===== config.mk =====
export PLATFORM = sky130hd
export DESIGN_NAME = clock_generation_sim
export DESIGN_NICKNAME = d
export VERILOG_FILES = /design/src/rtl/clock_generation_sim.sv
export SDC_FILE = /design/constraint.sdc
export NUM_CORES = 1
export LEC_CHECK = 0
export ABC_AREA = 1
export CAP_MARGIN = 20
export CORE_MARGIN = 2
export CORE_UTILIZATION = 41
export CTS_CLUSTER_SIZE = 30
export DETAILED_ROUTE_END_ITERATION = 16
export GPL_ROUTABILITY_DRIVEN = 1
export PLACE_DENSITY = 0.68
export SLEW_MARGIN = 10
export SYNTH_ARGS = -nofsm -noshare
export SYNTH_HDL_FRONTEND = slang
export SYNTH_SLANG_ARGS = --single-unit

===== constraint.sdc =====
create_clock -name clk -period 1.7 [get_ports clk]
set_input_delay 0.51 -clock clk [delete_from_list [all_inputs] [get_ports clk]]
set_output_delay 0.51 -clock clk [all_outputs]
set_load 0.01 [all_outputs]

===== src/rtl/clock_generation_sim.sv =====
// Reset-controlled divided clock for simulation benches.
// One output clock with programmable start-up delay and phase.
module clock_generation_sim #(
  parameter longint unsigned REF_CLK_FREQUENCY        = 64'd1_000_000_000,
  parameter longint unsigned CLK_1_FREQUENCY          = 64'd100_000_000,
  parameter longint unsigned CLK_1_INITIALIZING_DELAY = 64'd0,
  parameter longint unsigned CLK_1_PHASE              = 64'd0
) (
  input  logic clk,
  input  logic rstb,
  output logic clk_out_1,
  output logic clk_out_1_valid
);
  timeunit 1ns;
  timeprecision 100ps;

  // Safe divisor so the constant math never divides by zero
  localparam longint unsigned F1S =
    (CLK_1_FREQUENCY == 64'd0) ? 64'd1 : CLK_1_FREQUENCY;
  localparam longint unsigned N   = REF_CLK_FREQUENCY / F1S;
  localparam longint unsigned REM = REF_CLK_FREQUENCY % F1S;
  localparam longint unsigned H   = N / 64'd2;
  localparam longint unsigned D   =
    CLK_1_INITIALIZING_DELAY * (REF_CLK_FREQUENCY / 64'd1_000_000_000);
  localparam longint unsigned P   =
    ((CLK_1_PHASE % 64'd360) * N) / 64'd360;
  localparam longint unsigned DP  = D + P;
  localparam logic [31:0]     H32 = H[31:0];

  if (CLK_1_FREQUENCY == 64'd0) begin : g_err_zero
    $fatal(1, "clock_generation_sim: CLK_1_FREQUENCY is 0");
  end else if (REM != 64'd0) begin : g_err_ratio
    $fatal(1, "clock_generation_sim: REF not a multiple of CLK_1");
  end else if (N < 64'd2 || N[0]) begin : g_err_odd
    $fatal(1, "clock_generation_sim: divide ratio odd or < 2");
  end

  typedef enum logic {
    S_WAIT = 1'b0,
    S_RUN  = 1'b1
  } state_e;

  state_e      state_q, state_d;
  logic [31:0] dcnt_q, dcnt_d;
  logic [31:0] hcnt_q, hcnt_d;
  logic        clk_q, clk_d;
  logic        vld_q, vld_d;

  always_comb begin
    state_d = state_q;
    dcnt_d  = dcnt_q;
    hcnt_d  = hcnt_q;
    clk_d   = clk_q;
    vld_d   = vld_q;
    unique case (state_q)
      S_WAIT: begin
        if (64'(dcnt_q) == DP) begin
          state_d = S_RUN;
          clk_d   = 1'b1;
          vld_d   = 1'b1;
          hcnt_d  = 32'd1;
        end else if (dcnt_q != '1) begin
          dcnt_d = dcnt_q + 32'd1;
        end
      end
      S_RUN: begin
        if (hcnt_q == H32) begin
          clk_d  = ~clk_q;
          hcnt_d = 32'd1;
        end else begin
          hcnt_d = hcnt_q + 32'd1;
        end
      end
      default: state_d = S_WAIT;
    endcase
  end

  always_ff @(posedge clk or negedge rstb) begin
    if (!rstb) begin
      state_q <= S_WAIT;
      dcnt_q  <= '0;
      hcnt_q  <= '0;
      clk_q   <= 1'b0;
      vld_q   <= 1'b0;
    end else begin
      state_q <= state_d;
      dcnt_q  <= dcnt_d;
      hcnt_q  <= hcnt_d;
      clk_q   <= clk_d;
      vld_q   <= vld_d;
    end
  end

  assign clk_out_1       = clk_q;
  assign clk_out_1_valid = vld_q;

endmodule


After elaboration in Yosys (flattened, before gate mapping)
Index checks and enable logic that the tools add are counted.
- input port bits: 2
- bits in registers: 67
- output and inout bits: 2
- logic and storage cells: 26
- mux-type cells: 8
- bitwise logic cells: 3
- add/subtract/negate cells: 2
- reduce and logical (&&, ||, !) cells: 4
- equality and inequality tests: 4
- operators with widths (cell ; count):
    32-bit by 1-bit adder with 32-bit output (second input constant) ; 2
    32-bit two-way mux ; 2
    32-bit one-hot mux with 2 select lines ; 1
    32-bit by 3-bit == test with 1-bit output (second input constant) ; 1
    32-bit logical NOT ; 1
    32-bit != test (second input constant) ; 1
    1-bit two-way mux ; 4
    2-bit AND reduction ; 2
    1-bit NOT ; 3
    3-bit AND reduction ; 1
    2-bit by 1-bit != test with 1-bit output (second input constant) ; 1
    2-bit != test (second input constant) ; 1
    1-bit one-hot mux with 2 select lines ; 1

Depth between registers and ports, before layout
Gate-level depths: netlist (run 1).
- word-level depth: 3
- depth in mapped cells: 11
- depth with buffers taken out: 10

Worst setup path after synthesis (run 1)
No wires, ideal clock.
- kind: reg2reg
- start point: reg dcnt_q[0]
- end point: reg dcnt_q[19]
- data arrival time: 1.579 ns
- cell stages (with the launch flop): 12
- buffers on the path: 2
- clock period less this slack: 1.697 ns
- library setup time: 0.118 ns
- setup slack: 0.003 ns
- required time: 1.582 ns
- cell sequence: dfrtp_1 -> ha_1 -> buf_2 -> nand3_1 -> inv_2 -> nand2_2 -> nor2_4 -> nand2_2 -> nand3_4 -> buf_6 -> nand2_1 -> nand2_1
- cells in the longest elaborated chain, start to end: 3
- elaborated cells on any way between the ends: 5
- those cells by class: add/sub (1); eq/ne (1); bitwise (1); reduce/logical (2)
- ends and longest elaborated chain (what ; line ; RTL):
    start: declaration ; 44 ; logic [31:0] dcnt_q, dcnt_d;
    start signal: assignment ; 87 ; dcnt_q <= dcnt_d;
    parallel branches: the longest is 3 deep, another holds 32-bit by 1-bit adder with 32-bit output ; n/a ;
Several ways; the timed one is not identified.
A chain may end at the register's enable or synchronous reset.

Worst setup path after layout (run 1)
- start point: reg dcnt_q[1]
- end point: reg dcnt_q[13]
Same word-level chain as after synthesis.

==> metrics.cfg, run 1 <==
[outcome]
status = completed

[pwr]
power_mw = 3.773
cellPowerDensity_nw_per_um2 = 630.1
peakVddDrop_mv = 0.5562
cellLeakagePower_nw = 2.742

[place]
place_area_um2 = 5371
port_buffers = 3
place_inst = 957
gp_congestion = 0.9763
dp_hpwl_mm = 9.704

[worst_setup_path]
cp-end-kind = flip-flop
r2r_slack_ns = 0.04
r2r_start = dcnt_q[1]
worst_setup_path_start_kind = flip-flop
reg2reg_depth = 11
crit_type = reg2reg
critPathRequiredTime_ns = 1.93
arrival_ns = 1.89
timing.rr.end = dcnt_q[13]
worstPathMaxFanout = 5

[synthesis]
synth_fa_ha_area_share_pct = 1.058
synth.cell_area_um2 = 4728
synth_edf_count = 0
synth_seq_cells = 67
yosys_warnings = 0
syn_nets = 772
synthMuxAreaShare_pct = 0
yosysTopAreaCell = dfrtp_1
async_flop_share_pct = 100.0
yosysTopAreaCellShare_pct = 35.46
synth.avg_cell_area_um2 = 6.173
synthSimpleGateAreaFrac_pct = 48.40
synthCells = 766
synth_xor_area_share_pct = 4.260
ys.flop_type = dfrtp_1
ys_types = 25
yosysSeqAreaShare_pct = 35.46
synth_compound_area_share_pct = 3.705
synth_area_leaders = dfrtp_1 35%, nand2_1 24%, nor2_1 11%
synth_top_family_by_area = simple AND/OR/NAND/NOR gates

[timing]
slew_violations = 0
finalHoldWorstSlack_ns = 0.1537
period_needed_ns = 1.656
fin_skew_ns = 0.005248
max_slew_margin_pct = 70.87
finalSetupViolCount = 0
period_share_pct = 97.42
fmax_mhz = 603.8
worst_pin_slew_ns = 0.4360
hold_viol = 0

[min_path]
hold_class = in2async

[cells_and_area]
diodes = 0
fillers = 1104
syn_to_final_growth_pct = 26.62
fin_cells = 984
design_area_um2 = 5987
final_nets = 842
fin_util_pct = 52.88
layout-drive-gt1-share_pct = 15.93

[clock_tree]
cts_buffers = 9
clockBufferDepth = 2
cts_root_buf = clkbuf_16
cts_htree_levels = 3
clock-sinks = 67
clkSlewWorstSetupHoldPaths_ns = 0.06
cts_tree = built
clkLatencyLatePin_ns = 0.34

[grt]
grt_usage_pct = 22.41
grt_overflow = 0
grt_start_max_net_pins = 68
antenna_found_initial = 0
grt_pass1_vias = 4562
grt_pass1_wl_mm = 22.40

[route]
finalWirelength_mm = 14.32
drt_pass1_iterations = 5
vias = 5094
drtIter0Drc = 506
route.detailed.drc = 0
ant_nets = 0
wire_per_inst_um = 14.55
avgViaCountPerCell = 5.177

[die]
start_util_pct = 41.77
num_rows = 39
die_h_um = 111.4
io_pins = 4
die_x_um = 111.4
die_area_um2 = 12410
coreArea_um2 = 11320

[run]
drv_cap = 0

state kept, by name (all words and copies together) (netlist names):
register / flops
state_q: 1
clk_out_1: 1
clk_out_1_valid: 1
hcnt_q: 32
dcnt_q: 32
worst max-delay path by stage:
stage / endpoint / depth (start not counted) / start / slack [ns]
final: dcnt_q[13] / 11 / dcnt_q[1] / 0.04
after global routing: dcnt_q[13] / 10 / dcnt_q[16] / -0.05
after CTS: dcnt_q[12] / 9 / dcnt_q[0] / -0.02
after detailed placement: dcnt_q[10] / 9 / dcnt_q[0] / -0.35
after global placement: dcnt_q[8] / 9 / dcnt_q[0] / -0.31
after floorplan: dcnt_q[19] / 11 / dcnt_q[0] / 0.003
logic make-up (layout without fill, tap and decap cells):
family | Yosys count | count (layout)
buffers and inverters | 80 | 152
xor gates and xnor gates | 23 | 23
and+or+nand+nor | 559 | 562
adders and majority gates | 4 | 4
AOI/OAI and AO/OA | 33 | 33
DFF | 67 | 67
timing repair:
| item | 4_1_cts | 5_1_grt |
|---|---|---|
| gates resized for setup | 6 | 45 |
| pin swaps | 1 | 14 |
| endpoints found under the setup margin | 50 | 65 |
| gates cloned | 1 | 4 |
| hold buffers | 0 | 0 |
| setup buffers | 0 | 7 |
report_power, final:
part | switching [mW] | leakage (nW) | total (mW) | internal [mW]
registers | 0 | 0.921 | 1.59 | 1.59
clock network | 0.770 | 0.162 | 2.14 | 1.37
logic | 0.0319 | 1.66 | 0.0376 | 0.00568
total | 0.802 | 2.74 | 3.77 | 2.97
critical path: stages, from the launching register on:
cell	delay [ns]
dfrtp_1	0.38
buf_4	0.16
ha_4	0.16
nand3_2	0.08
inv_2	0.06
nand2_4	0.07
nor2_4	0.04
nand2_4	0.09
nand3_4	0.17
clkbuf_16	0.21
nand2_1	0.06
nand2_1	0.06
per-layer routing:
metal | vias up | share of wire, % | global-route usage (%)
li1 | 2557 | - | -
met1 | 2322 | 48 | 33.71
met2 | 185 | 42 | 31.75
met3 | 30 | 8.1 | 4.790
met4 | 0 | 2.1 | 8.148
met5 | - | 0 | 0
cells in the mapped netlist, types with 3 or more instances:
cell,instances
o21ai_1,4
buf_6,3
nand2_1,300
clkbuf_1,5
nand3_1,95
o21ai_0,24
inv_1,61
dfrtp_1,67
xor2_1,8
buf_2,8
nor3_1,4
xnor2_1,15
nand4_1,10
nor2_1,141
nor2_2,3
ha_1,4
a21o_1,3
area by class of cell:
cell class / instances / area, µm² / share of cell area (%)
multi-input combinational: 622 / 2892 / 48.30
sequential: 67 / 1678 / 28.03
timing repair buffer: 74 / 668.1 / 11.16
clock buffer: 11 / 252.7 / 4.222
inverter: 62 / 232.7 / 3.887
tap: 143 / 178.9 / 2.989
clock inverter: 5 / 85.08 / 1.421
cells in the final DEF, fill, tap and decap left out, drive strengths merged, types with 4 or more instances in the layout:
cell    count
buf        70
clkbuf     13
dfrtp      67
ha          4
inv        62
nand2     302
nand3      96
nand4      10
nor2      148
nor3        4
o21ai      28
xnor2      15
xor2        8
stage by stage:
step	setup WS, ns	TNS (ns)
CTS	-0.02023	-0.03932
global placement	-0.3094	-13.84
detailed placement	-0.3513	-15.12
global route	-0.04754	-0.4410
floorplan	0.003002	0
finish	0.04385	0
(Power assumes the default switching activity.)
==> inputs of run 2 (changes only) <==
Settings changed: MAX_ROUTING_LAYER set to met4.
==> run 2 against run 1 <==
Compared with the run above: worst hold slack got worse by 0.0071 ns; non-clock buffer count unchanged; sequential cell count unchanged; global-route usage increased by 0.93 points; highest routed layer unchanged.
==> metrics.cfg, run 2 (synthesis gave the netlist of run 1 again) <==
[pwr]
cellPowerDensity_nw_per_um2 = 572.9  ; was 630.1 nW/µm²
cellLeakagePower_nw = 2.751  ; was 2.742 nW
peakVddDrop_mv = 0.5300  ; was 0.5562 mV

[grt]
grt_start_max_net_pins = 47  ; was 68
grt_pass1_vias = 4552  ; was 4562
grtUsageMet1_pct = 34.68  ; was 33.71%
antenna_found_initial = 0  ; unchanged
busiest_layer = met1  ; unchanged
grt_pass1_wl_mm = 22.76  ; was 22.40 mm
grt_overflow = 0  ; unchanged
met3_usage_pct = 4.464  ; was 4.790%
grt_usage_pct = 23.33  ; was 22.41%
grt_use_met2_pct = 32.03  ; was 31.75%

[place]
place_area_um2 = 5329  ; was 5371 µm²
dp_slack_ns = -0.4064  ; was -0.3513 ns
dp_hpwl_mm = 9.773  ; was 9.704 mm
port_buffers = 3  ; unchanged
place_inst = 953  ; was 957
gp_congestion = 0.9872  ; was 0.9763

[timing]
rsz0062_at_grt = true
worst_pin_slew_ns = 0.4017  ; was 0.4360 ns
finalSetupViolCount = 0  ; unchanged
finalHoldWorstSlack_ns = 0.1465  ; was 0.1537 ns
fmax_mhz = 593.1  ; was 603.8 MHz
hold_viol = 0  ; unchanged
slew_violations = 0  ; unchanged
fin_skew_ns = 0.008171  ; was 0.005248 ns
period_needed_ns = 1.686  ; was 1.656 ns
max_slew_margin_pct = 73.16  ; was 70.87%
period_share_pct = 99.17  ; was 97.42%
fin_ws_ns = 0.01403  ; was 0.04385 ns

[route]
avgViaCountPerCell = 5.202  ; was 5.177
vias = 5114  ; was 5094
drt_pass1_iterations = 8  ; was 5
route.detailed.drc = 0  ; unchanged
drtIter0Drc = 465  ; was 506
finalWirelength_mm = 14.45  ; was 14.32 mm
wire_per_inst_um = 14.70  ; was 14.55 µm
ant_nets = 0  ; unchanged

[worst_setup_path]
cpPeakStageDelay_ns = 0.38  ; about the same
worst_setup_path_start_kind = flip-flop  ; unchanged
worstPathMaxFanout = 6  ; was 5
crit_type = reg2reg  ; unchanged
critPathSlowestCell = dfrtp_1  ; unchanged
cp-end-kind = flip-flop  ; unchanged
arrival_ns = 1.91  ; was 1.89 ns
crit_cells = 11  ; unchanged
reg2reg_depth = 11  ; unchanged
crit_family = simple AND/OR/NAND/NOR gates  ; unchanged
critPathRequiredTime_ns = 1.92  ; was 1.93 ns
path_buf_inv = 3  ; unchanged
worstPathCellList = buf_6, ha_4, nand3_4, inv_4, nand2_4, nor2_4, nand2_4, nand3_4, clkbuf_16, nand2_2, nand2_1  ; was buf_4, ha_4, nand3_2, inv_2, nand2_4, nor2_4, nand2_4, nand3_4, clkbuf_16, nand2_1, nand2_1

[clock_tree]
clkSlewWorstSetupHoldPaths_ns = 0.06  ; about the same
clkLatencyLatePin_ns = 0.34  ; about the same
clock-sinks = 67  ; unchanged
cts_tree = built  ; unchanged
cts_buffers = 9  ; unchanged
cts_root_buf = clkbuf_16  ; unchanged
clockBufferDepth = 2  ; unchanged
cts_htree_levels = 3  ; unchanged

[cells_and_area]
syn_to_final_growth_pct = 29.61  ; was 26.62%
multi_input_area_um2 = 3037  ; was 2892 µm²
seqCellArea_um2 = 1678  ; unchanged
fillers = 1084  ; was 1104
design_area_um2 = 6128  ; was 5987 µm²
reg_top3 = dcnt_q (32), hcnt_q (32)  ; unchanged
final_common_cell = nand2_1  ; unchanged
final_nets = 842  ; unchanged
layout-drive-gt1-share_pct = 19.29  ; was 15.93%
diodes = 0  ; unchanged
final_cell_mix = 262 x nand2_1, 121 x nor2_1, 93 x nand3_1  ; was 294 x nand2_1, 118 x nor2_1, 93 x nand3_1
fin_cells = 983  ; was 984

[die]
num_rows = 39  ; unchanged
start_util_pct = 41.77  ; unchanged
coreArea_um2 = 11320  ; unchanged
io_pins = 4  ; unchanged
die_x_um = 111.4  ; unchanged
die_area_um2 = 12410  ; unchanged
die_h_um = 111.4  ; unchanged

[outcome]
status = completed  ; unchanged

[min_path]
hold_class = in2async  ; unchanged

[run]
drv_cap = 0  ; unchanged

[run 2: changes by cell type in the layout (fill, tap and decap cells not counted), sizes merged]
cell	before	now
clkbuf	13	14
buf	70	69
bufinv	2	1
[run 2: where the power goes]
group | switching [mW] | internal (mW)
Sequential | 0 | 1.60
Combinational | 0.0337 | 0.0103
Clock | 0.704 | 1.17
Total | 0.738 | 2.77
[run 2: final cells by class]
cell class / count / share of cell area, %
timing repair buffer: 74 / 11.51
inverter: 62 / 3.838
clock inverter: 4 / 0.8371
sequential: 67 / 27.38
multi-input combinational: 622 / 49.55
tap: 143 / 2.920
clock buffer: 11 / 3.961
[run 2: final timing paths]
check,slack [ns],from,to
max in group asynchronous,1.27,rstb,state_q
worst min register to register,0.47,clk_out_1_valid,clk_out_1_valid
worst max register to register,0.01,dcnt_q[1],dcnt_q[21]
worst max-delay path,0.01,dcnt_q[1],dcnt_q[21]
min in group clk,0.47,clk_out_1_valid,clk_out_1_valid
worst min-delay path,0.15,rstb,dcnt_q[18]
[run 2: routing by layer]
metal / share of wire [%] / wire length (µm)
met4: 2.0 / 291
met2: 43 / 6175
met3: 6.9 / 1002
met1: 48 / 6985
met5: 0 / 0
[run 2: per-stage QoR]
stage	power, mW	setup TNS, ns	utilization [%]
final	3.511	0	54.13
after detailed placement	1.671	-16.73	47.07
after global routing	3.612	-0.8766	54.13
after global placement	1.670	-15.01	47.07
after CTS	3.541	-0.4584	49.81
after floorplan	1.624	0	-
[run 2: what timing repair did]
action / 4_1_cts / 5_1_grt
setup endpoints to repair: 50 / 65
setup buffers: 0 / 8
hold buffers: 0 / 0
cloned: 1 / 6
endpoints found under the hold margin: 0 / 0
resized for setup: 5 / 92
pin swaps: 12 / 16
